==> src/rtl/bpu_pkg.sv <==
// bpu_pkg: shared BPU types, saturating-counter constants and update function
package bpu_pkg;
  localparam int SAT_TABLE_SIZE = 16;
  localparam int IDX_W = $clog2(SAT_TABLE_SIZE);
  typedef logic [1:0] sat_cnt_t;
  localparam sat_cnt_t SAT_STRONG_NT = 2'b00;
  localparam sat_cnt_t SAT_WEAK_T = 2'b10;
  localparam sat_cnt_t SAT_STRONG_T = 2'b11;
  typedef struct packed {
    logic [IDX_W-1:0] idx;
    logic             taken;
  } upht_res_t;
  function automatic sat_cnt_t sat_next(sat_cnt_t cnt, logic taken);
    return taken ? (cnt == SAT_STRONG_T ? SAT_STRONG_T : cnt + 2'd1)
                 : (cnt == SAT_STRONG_NT ? SAT_STRONG_NT : cnt - 2'd1);
  endfunction
endpackage

==> src/rtl/upht_updater_if.sv <==
// upht_updater_if: resolve handshake plus uPHT read/write ports
interface upht_updater_if;
  import bpu_pkg::*;
  logic             i_res_vld;
  logic             o_res_rdy;
  logic [IDX_W-1:0] i_res_idx;
  logic             i_res_taken;
  logic             o_uPhtRead_vld;
  logic [IDX_W-1:0] o_uPhtRd_addr;
  sat_cnt_t         i_uPhtRd_Cnt;
  logic             o_uPhtWrite_vld;
  logic [IDX_W-1:0] o_uPhtWr_addr;
  sat_cnt_t         o_commit_Cnt;
  modport master (
    output i_res_vld, i_res_idx, i_res_taken, i_uPhtRd_Cnt,
    input  o_res_rdy, o_uPhtRead_vld, o_uPhtRd_addr, o_uPhtWrite_vld, o_uPhtWr_addr, o_commit_Cnt
  );
  modport slave (
    input  i_res_vld, i_res_idx, i_res_taken, i_uPhtRd_Cnt,
    output o_res_rdy, o_uPhtRead_vld, o_uPhtRd_addr, o_uPhtWrite_vld, o_uPhtWr_addr, o_commit_Cnt
  );
endinterface

==> src/rtl/bpu_sync_fifo.sv <==
// bpu_sync_fifo: synchronous FIFO with valid/ready push and pop-when-non-empty
module bpu_sync_fifo #(
  parameter int W = 8,
  parameter int DEPTH = 4
) (
  input  logic         clk,
  input  logic         rst,
  input  logic         push_vld,
  output logic         push_rdy,
  input  logic [W-1:0] push_data,
  input  logic         pop,
  output logic [W-1:0] pop_data,
  output logic         empty
);
  localparam int AW = $clog2(DEPTH);
  logic [AW:0] wp, rp;
  logic [W-1:0] mem [DEPTH];
  logic full, do_push, do_pop;
  assign full = (wp[AW] != rp[AW]) && (wp[AW-1:0] == rp[AW-1:0]);
  assign empty = wp == rp;
  assign push_rdy = ~full;
  assign do_push = push_vld & ~full;
  assign do_pop = pop & ~empty;
  assign pop_data = mem[rp[AW-1:0]];
  // pointer update; a full FIFO refuses pushes even when popping
  always_ff @(posedge clk or posedge rst) begin
    if (rst) begin
      wp <= '0;
      rp <= '0;
    end else begin
      if (do_push) wp <= wp + 1'b1;
      if (do_pop) rp <= rp + 1'b1;
    end
  end
  // storage needs no reset: only entries between the pointers are ever read
  always_ff @(posedge clk) begin
    if (do_push) mem[wp[AW-1:0]] <= push_data;
  end
endmodule

==> src/rtl/upht_updater.sv <==
// upht_updater: buffers resolved branches and read-modify-writes uPHT counters
module upht_updater
  import bpu_pkg::*;
#(
  parameter int FIFO_DEPTH = 4
) (
  input  logic           i_clk,
  input  logic           i_rst,
  upht_updater_if.slave  bus,
  output logic           o_uPht_enable,
  output logic           o_busy
);
  upht_res_t res_in, head, s1, s2;
  logic s1_vld, s2_vld, empty;
  sat_cnt_t cnt_in, nxt, s2_cnt;
  assign res_in = '{idx: bus.i_res_idx, taken: bus.i_res_taken};
  bpu_sync_fifo #(.W($bits(upht_res_t)), .DEPTH(FIFO_DEPTH)) u_fifo (
    .clk      (i_clk),
    .rst      (i_rst),
    .push_vld (bus.i_res_vld),
    .push_rdy (bus.o_res_rdy),
    .push_data(res_in),
    .pop      (1'b1),
    .pop_data (head),
    .empty    (empty)
  );
  // the write landing this edge is not yet visible in the uPHT, so forward it
  always_comb begin
    cnt_in = (s2_vld && s2.idx == s1.idx) ? s2_cnt : bus.i_uPhtRd_Cnt;
    nxt = sat_next(cnt_in, s1.taken);
  end
  // S1 takes the FIFO head every non-empty cycle; payloads only move with valid data
  always_ff @(posedge i_clk or posedge i_rst) begin
    if (i_rst) begin
      s1_vld <= 1'b0;
      s1 <= '0;
      s2_vld <= 1'b0;
      s2 <= '0;
      s2_cnt <= SAT_STRONG_NT;
    end else begin
      s1_vld <= ~empty;
      if (!empty) s1 <= head;
      s2_vld <= s1_vld;
      if (s1_vld) begin
        s2 <= s1;
        s2_cnt <= nxt;
      end
    end
  end
  assign bus.o_uPhtRead_vld = s1_vld;
  assign bus.o_uPhtRd_addr = s1.idx;
  assign bus.o_uPhtWrite_vld = s2_vld;
  assign bus.o_uPhtWr_addr = s2.idx;
  assign bus.o_commit_Cnt = s2_cnt;
  assign o_uPht_enable = ~i_rst;
  assign o_busy = ~empty | s1_vld | s2_vld;
endmodule

==> src/flat_wrapper.sv <==
// flat-port wrapper written by rule: the top's interface ports become plain ports
module upht_updater_flat import bpu_pkg::*;
#(
  parameter int FIFO_DEPTH = 4
)
  (i_clk, i_rst, o_uPht_enable, o_busy, bus_i_res_vld, bus_i_res_idx, bus_i_res_taken, bus_i_uPhtRd_Cnt, bus_o_res_rdy, bus_o_uPhtRead_vld, bus_o_uPhtRd_addr, bus_o_uPhtWrite_vld, bus_o_uPhtWr_addr, bus_o_commit_Cnt);
  upht_updater_if bus_i ();
  input  logic i_clk;
  input  logic i_rst;
  output logic o_uPht_enable;
  output logic o_busy;
  input wire logic [$bits(bus_i.i_res_vld)-1:0] bus_i_res_vld;
  input wire logic [$bits(bus_i.i_res_idx)-1:0] bus_i_res_idx;
  input wire logic [$bits(bus_i.i_res_taken)-1:0] bus_i_res_taken;
  input wire logic [$bits(bus_i.i_uPhtRd_Cnt)-1:0] bus_i_uPhtRd_Cnt;
  output wire logic [$bits(bus_i.o_res_rdy)-1:0] bus_o_res_rdy;
  output wire logic [$bits(bus_i.o_uPhtRead_vld)-1:0] bus_o_uPhtRead_vld;
  output wire logic [$bits(bus_i.o_uPhtRd_addr)-1:0] bus_o_uPhtRd_addr;
  output wire logic [$bits(bus_i.o_uPhtWrite_vld)-1:0] bus_o_uPhtWrite_vld;
  output wire logic [$bits(bus_i.o_uPhtWr_addr)-1:0] bus_o_uPhtWr_addr;
  output wire logic [$bits(bus_i.o_commit_Cnt)-1:0] bus_o_commit_Cnt;
  assign bus_i.i_res_vld = bus_i_res_vld;
  assign bus_i.i_res_idx = bus_i_res_idx;
  assign bus_i.i_res_taken = bus_i_res_taken;
  assign bus_i.i_uPhtRd_Cnt = bus_i_uPhtRd_Cnt;
  assign bus_o_res_rdy = bus_i.o_res_rdy;
  assign bus_o_uPhtRead_vld = bus_i.o_uPhtRead_vld;
  assign bus_o_uPhtRd_addr = bus_i.o_uPhtRd_addr;
  assign bus_o_uPhtWrite_vld = bus_i.o_uPhtWrite_vld;
  assign bus_o_uPhtWr_addr = bus_i.o_uPhtWr_addr;
  assign bus_o_commit_Cnt = bus_i.o_commit_Cnt;
  upht_updater #(.FIFO_DEPTH(FIFO_DEPTH)) u_core (.i_clk(i_clk), .i_rst(i_rst), .bus(bus_i), .o_uPht_enable(o_uPht_enable), .o_busy(o_busy));
endmodule
==> config.mk <==
export PLATFORM = sky130hd
export DESIGN_NAME = upht_updater_flat
export DESIGN_NICKNAME = d
export VERILOG_FILES = /design/src/rtl/bpu_pkg.sv /design/src/rtl/upht_updater_if.sv /design/src/rtl/bpu_sync_fifo.sv /design/src/rtl/upht_updater.sv /design/src/flat_wrapper.sv
export SDC_FILE = /design/constraint.sdc
export NUM_CORES = 1
export LEC_CHECK = 0
export ABC_CLOCK_PERIOD_IN_PS = 5100
export CORE_ASPECT_RATIO = 1.5
export CORE_MARGIN = 2
export CORE_UTILIZATION = 40
export CTS_BUF_LIST = sky130_fd_sc_hd__clkbuf_16
export DETAILED_ROUTE_END_ITERATION = 10
export GPL_TIMING_DRIVEN = 0
export PLACE_DENSITY = 0.66
export SYNTH_ARGS = -nofsm -noshare
export SYNTH_HDL_FRONTEND = slang
export SYNTH_HIERARCHICAL = 1
export SYNTH_SLANG_ARGS = --single-unit
export TNS_END_PERCENT = 5
==> constraint.sdc <==
create_clock -name i_clk -period 5.1 [get_ports i_clk]
set_input_delay 1.275 -clock i_clk [delete_from_list [all_inputs] [get_ports i_clk]]
set_output_delay 1.275 -clock i_clk [all_outputs]
set_load 0.005 [all_outputs]
==> key figures, run 1 <==
Synth
  – Ys Warns: 6
  – Cell area after synthesis: 0.00188 mm²
  – Avg Cell Area, Syn: 14.2 µm²
  – Gate Count Post-Synth: 132
  – Flops & latches, synth: 39
  – Yosys cell types: 40
  – Part of the Yosys area used for sequential elements: 57.3%

Routing
  – Antenna viol nets, final: 0
  – Via/cell ratio: 4.93
  – Drt drc: 0
  – Via Count: 1144
  – Post-DR wirelength/cell: 14.2 µm
  – WL final: 3290 µm
  – First-pass DRT Iterations: 4
  – Drt first-iter violations: 48

Final layout
  – Final-stage net count: 182
  – Antenna fix cells: 0
  – Area grow syn2layout: 27.9%
  – Fraction of layout cells with a size suffix above 1: 22.0%
  – Multi-input logic area: 736 µm²
  – Filler cells: 389
  – Cell Count, Final, Fillers Out: 232
  – Register area: 0.00108 mm²

Placement
  – Dpl hpwl: 2570 µm
  – Placed Cells: 224
  – I/O Buffers: 24
  – Gpl congestion: 0.688

Clock tree
  – Clock Sinks: 39
  – Post-CTS Setup Repair Bufs: 0
  – Worst-path clk slew: 0.05 ns
  – CTS Hold Bufs: 0
  – Root Driver: clkbuf_16
  – Max clock buf depth: 2
  – Clock Latency Late Sink: 0.28 ns
  – CTS resizes: 0
  – Cts bufs inserted: 5
  – CTS tree: done
  – CTS H-tree lvls: 2

STA
  – Slew Limit Fails: 0
  – Fmax: 250 MHz
  – Final period util: 78.4%
  – Unrepaired setup endpoints after global routing: no
  – Final setup fails: 0
  – Final hold viol count: 0
  – Slew @ Worst Pin: 0.510 ns
  – Period minus WS final: 4.00 ns
  – Setup_tns: 0 ns
  – Final Skew: 0.00491 ns
  – Max-slew headroom: 66.0%

Global route
  – First-pass GRT wire length: 5750 µm
  – Largest net degree at the start of global routing: 15
  – Initial antenna violation count: 0
  – All-layer global routing usage: 15.1%
  – Grt total ovfl: 0
  – Vias in the first global route: 1251

Floorplanning
  – Die area: 0.00527 mm²
  – Core Box Area: 0.00454 mm²
  – Initial core utilization: 41.4%
  – Die width: 60.0 µm
  – Die Span Y: 88.0 µm
  – Row count: 30
  – Number of I/O pins: 25

Pwr
  – Pwr Density: 672 mW/mm²
  – P_leak: 0.953 nW
  – Peak VDD IR: 325 µV

Worst setup path
  – WP data required: 3.83 ns
  – Slowest cell on crit path: clkdlybuf4s50_1
  – WP buf/inv: 3
  – Worst setup EP type: primary output
  – CP Launch Type: input pin
  – Worst-path fanout max: 14
  – CP cell instances: clkdlybuf4s50_1 > inv_1 > clkdlybuf4s50_1
  – Most Frequent Cell on Critical Path: clkdlybuf4s50_1
  – Critical Path AT: 2.73 ns
  – CP Class: in -> out
  – Cell family with most CP delay: buffers and inverters
  – CP peak stage delay: 0.60 ns

Run
  – Max-cap violations: 0

Hold path
  – Hold Crit Class: reg -> reg

Outcome
  – Outcome: completed
==> cells in the mapped netlist, drive strengths merged <==
cell type	count	area (µm²)
mux2	9	101
buf	6	45.0
and2	4	25.0
clkbuf	2	7.51
xnor2	5	70.1
nand3	4	20.0
o32ai	1	8.76
mux4	5	113
a31o	1	17.5
and3	2	13.8
a211oi	1	7.51
nor2	3	11.3
dfrtp	19	475
edfxtp	20	601
nor3	4	31.3
nor4	2	12.5
a21bo	1	10.0
a21oi	3	15.0
nor3b	1	7.51
a31oi	3	31.3
nand2b	3	18.8
nand2	4	15.0
or3	1	6.26
o21ai	2	10.0
a21o	2	16.3
o211ai	1	7.51
a211o	1	10.0
ha	5	62.6
xor2	6	60.1
inv	8	30.0
a21boi	2	15.0
conb	1	3.75
==> state kept, by name (all words and copies together), names as in the netlist <==
name / flops
u_core/bus.o_commit_Cnt: 2
u_core/bus.o_uPhtRead_vld: 1
u_core/u_fifo/mem: 20
u_core/bus.o_uPhtRd_addr: 4
u_core/u_fifo/rp: 3
u_core/u_fifo/wp: 3
u_core/bus.o_uPhtWrite_vld: 1
u_core/bus.o_uPhtWr_addr: 4
u_core/s1: 1
==> final timing paths <==
kind,start,to,slack (ns),cells after the start
min in group asynchronous,i_rst,u_core/u_fifo/wp[2],1.29,2
worst min-delay path,u_core/bus.o_uPhtRead_vld,u_core/bus.o_uPhtWrite_vld,0.39,0
worst max-delay path,i_rst,o_uPht_enable,1.10,3
worst max register to register,u_core/u_fifo/rp[0],u_core/bus.o_uPhtRd_addr[2],3.18,6
worst min register to register,u_core/bus.o_uPhtRead_vld,u_core/bus.o_uPhtWrite_vld,0.39,0
max in group asynchronous,i_rst,u_core/bus.o_uPhtWr_addr[2],3.36,2
==> cell type report <==
class	count	area share [%]
Clock buffer	5	5.21
Timing Repair Buffer	24	9.99
Tap cell	64	3.33
Multi-Input combinational cell	81	30.6
Sequential cell	39	44.8
Inverter	8	1.25
Clock inverter	3	2.65
Buffer	8	2.19
==> through the flow <==
step / setup slack [ns] / util (%) / power [mW] / hold slack (ns) / area (µm²)
2_1_floorplan: 2.17 / - / 1.01 / 0.394 / 1890
3_3_place_gp: 1.08 / 48.8 / 1.21 / 0.383 / 2210
3_5_place_dp: 1.06 / 48.8 / 1.24 / 0.386 / 2210
4_1_cts: 1.06 / 52.9 / 1.64 / 0.397 / 2400
5_1_grt: 0.947 / 52.9 / 1.73 / 0.424 / 2400
6_report: 1.10 / 52.9 / 1.62 / 0.395 / 2400
==> placed cells by master, fill, tap and decap left out, drive strengths merged, types with 6 or more instances in the layout <==
master         count
mux2               9
inv                9
buf                6
edfxtp            20
clkbuf             7
dfrtp             19
xor2               6
clkdlybuf4s50     24
==> routing by layer <==
layer	track usage [%]	share of wire (%)	up-vias	routed length (µm)
met5	0	0	-	0
met4	7.88	1.8	0	59
met3	3.10	3.3	5	109
met2	27.8	56	33	1860
met1	15.5	38	567	1270
li1	-	-	539	-
==> power breakdown <==
group / switching (mW) / total (mW) / internal, mW
combinational: 0.314 / 0.687 / 0.372
sequential: 0.0893 / 0.536 / 0.446
clock: 0.116 / 0.394 / 0.278
==> cells by family (layout without fill, tap and decap cells) <==
family	count (synthesis)	count (layout)	synth area share, %
AOI/OAI and AO/OA	18	18	7.92
xor gates and xnor gates	11	11	6.92
adders and majority gates	5	5	3.33
buffers and inverters	16	48	4.39
DFF	39	39	57.3
muxes	14	14	11.4
other	1	5	0.200
and+or+nand+nor	28	28	8.59
Power figures use the tool's default switching activity.
==> run 2: changes to the inputs <==
ABC_CLOCK_PERIOD_IN_PS = 3800   (was 5100)
clock period = 3.8 ns   (was 5.1 ns; I/O delays follow)
==> results of run 2 <==
The final DEF is identical to that of run 1. Status: completed.
Main changes from that run: setup slack after placement 1.06 ns -> 0.408 ns; clock-pin slew on the worst setup and hold paths 0.05 ns -> 0.06 ns; setup slack after layout 1.10 ns -> 0.250 ns; start point of the critical path i_rst -> u_core/u_fifo/rp[0]; end point of the critical path o_uPht_enable -> o_busy; register-to-register setup slack 3.18 ns -> 1.88 ns; total power 1.62 mW -> 2.17 mW; worst IR drop on VDD 325 µV -> 437 µV
==> run 3: changes to the inputs <==
CORE_UTILIZATION = 54   (was 40)
PLACE_DENSITY = 0.84   (was 0.66)
TNS_END_PERCENT = unset   (was 5)
==> run 3 against run 2 <==
  * Worst setup slack worse by 0.038 ns
  * Sequential power hardly changed
  * Highest routed layer unchanged
  * Register-to-register slack worse by 0.04 ns
  * Critical endpoint unchanged
  * First-iteration DRC count is 10% lower
==> key figures, run 3 (synthesis gave the netlist of run 1 again) <==
Outcome
  – Outcome: completed

Final layout
  – Final-stage net count: 182
  – Most frequent cells in the layout: clkdlybuf4s50_1 (24), edfxtp_1 (20), dfrtp_1 (19), inv_1 (9), mux2_2 (9)
  – Final design utilization: 68.7%
  – Cell Count, Final, Fillers Out: 210
  – Most common cell after layout, fill and taps aside: clkdlybuf4s50_1
  – Area grow syn2layout: 23.6%
  – Fraction of layout cells with a size suffix above 1: 20.8%
  – Antenna fix cells: 0
  – Number of flip-flops in the largest register: 20

Clock tree
  – CTS resizes: 0
  – Max clock buf depth: 2
  – Worst-path clk slew: 0.05 ns
  – CTS tree: done
  – Clock Latency Late Sink: 0.28 ns
  – Clock Sinks: 39
  – Root Driver: clkbuf_16
  – CTS Hold Bufs: 0
  – Post-CTS Setup Repair Bufs: 0
  – CTS H-tree lvls: 2
  – Cts bufs inserted: 5

Routing
  – Wl on met1: 1200 µm
  – Drt first-iter violations: 43
  – WL final: 3360 µm
  – Antenna viol nets, final: 0
  – Met2 Routed Length: 1920 µm
  – Via Count: 1132
  – Drt drc: 0
  – Met3 WL: 158 µm
  – Post-DR wirelength/cell: 16.0 µm
  – First-pass DRT Iterations: 4
  – Via/cell ratio: 5.39
  – Top Metal Used: met4

Placement
  – Dpl hpwl: 2590 µm
  – Placed Cells: 202
  – I/O Buffers: 24
  – Gpl congestion: 0.685

Worst setup path
  – R2r startpoint: u_core/u_fifo/rp[1]
  – Cell family with most CP delay: buffers and inverters
  – CP cell instances: buf_4 > xnor2_2 > nand2_1 > nor2_1 > clkbuf_1 > inv_1 > or3_1 > clkdlybuf4s50_1
  – Worst-path fanout max: 9
  – Worst setup EP type: primary output
  – CP Launch Point: u_core/u_fifo/rp[1]
  – Critical Path AT: 2.64 ns
  – WP data required: 2.85 ns
  – Slowest cell on crit path: clkdlybuf4s50_1
  – CP Launch Type: register
  – CP peak stage delay: 0.45 ns
  – CP Class: reg -> out
  – WP buf/inv: 4

Global route
  – Initial antenna violation count: 0
  – Grt total ovfl: 0
  – All-layer global routing usage: 20.5%
  – Vias in the first global route: 1281
  – First-pass GRT wire length: 5810 µm
  – Largest net degree at the start of global routing: 15

Pwr
  – Peak VDD IR: 654 µV
  – P_leak: 0.928 nW
  – Pwr Density: 878 mW/mm²

Floorplanning
  – Row count: 26
  – Die width: 52.2 µm
  – Core Box Area: 0.00338 mm²
  – Die Span Y: 76.3 µm
  – Number of I/O pins: 25
  – Initial core utilization: 55.5%
  – Die area: 0.00398 mm²

Hold path
  – Hold Crit Class: reg -> reg
  – HP Start: u_core/bus.o_uPhtRead_vld

STA
  – Period minus WS final: 3.59 ns
  – Unrepaired setup endpoints after global routing: no
  – Fmax: 279 MHz
  – Final Skew: 0.00161 ns
  – Max-slew headroom: 65.7%
  – Setup_tns: 0 ns
  – Final setup fails: 0
  – Slew Limit Fails: 0
  – Final hold viol count: 0
  – Final period util: 94.4%
  – Slew @ Worst Pin: 0.513 ns

Run
  – Max-cap violations: 0
## run 3: final timing paths
| kind | endpoint | slack (ns) | cells past startpoint |
|---|---|---|---|
| min reg2reg | u_core/bus.o_uPhtWrite_vld | 0.41 | 0 |
| max in group asynchronous | u_core/bus.o_uPhtWr_addr[2] | 2.42 | 2 |
| min in group asynchronous | u_core/u_fifo/wp[2] | 0.92 | 2 |
| max | o_busy | 0.21 | 8 |
| max reg2reg | u_core/bus.o_uPhtRd_addr[1] | 1.84 | 6 |
| min | u_core/bus.o_uPhtWrite_vld | 0.41 | 0 |
## run 3: per-layer routing
| metal | up-vias | GRT usage [%] |
|---|---|---|
| li1 | 541 | - |
| met1 | 553 | 21.3 |
| met2 | 29 | 35.9 |
| met3 | 9 | 6.08 |
| met4 | 0 | 10.0 |
| met5 | - | 0 |
## run 3: power by group
| group | switching [mW] | internal (mW) | total, mW | leakage (nW) |
|---|---|---|---|---|
| registers | 0.121 | 0.599 | 0.720 | 0.405 |
| clock network | 0.147 | 0.236 | 0.383 | 0.0701 |
| logic | 0.438 | 0.500 | 0.938 | 0.453 |
| total | 0.706 | 1.33 | 2.04 | 0.928 |
## run 3: metrics by stage
stage / power (mW) / hold WS (ns) / setup WS (ns) / instance area (µm²)
after floorplan: 1.36 / 0.394 / 1.19 / 1890
after global placement: 1.61 / 0.384 / 0.463 / 2190
after detailed placement: 1.68 / 0.393 / 0.471 / 2190
after CTS: 2.06 / 0.406 / 0.183 / 2320
after global routing: 2.19 / 0.419 / 0.0218 / 2320
final: 2.04 / 0.405 / 0.212 / 2320
## run 3: layout make-up
cell class | instances | area, µm²
fill | 234 | 1060
clock buffer | 5 | 125
clock inverter | 3 | 11.3
sequential | 39 | 1080
timing repair buffer | 24 | 240
buffer | 8 | 52.6
multi-input combinational | 81 | 736
tap | 42 | 52.6
inverter | 8 | 30.0
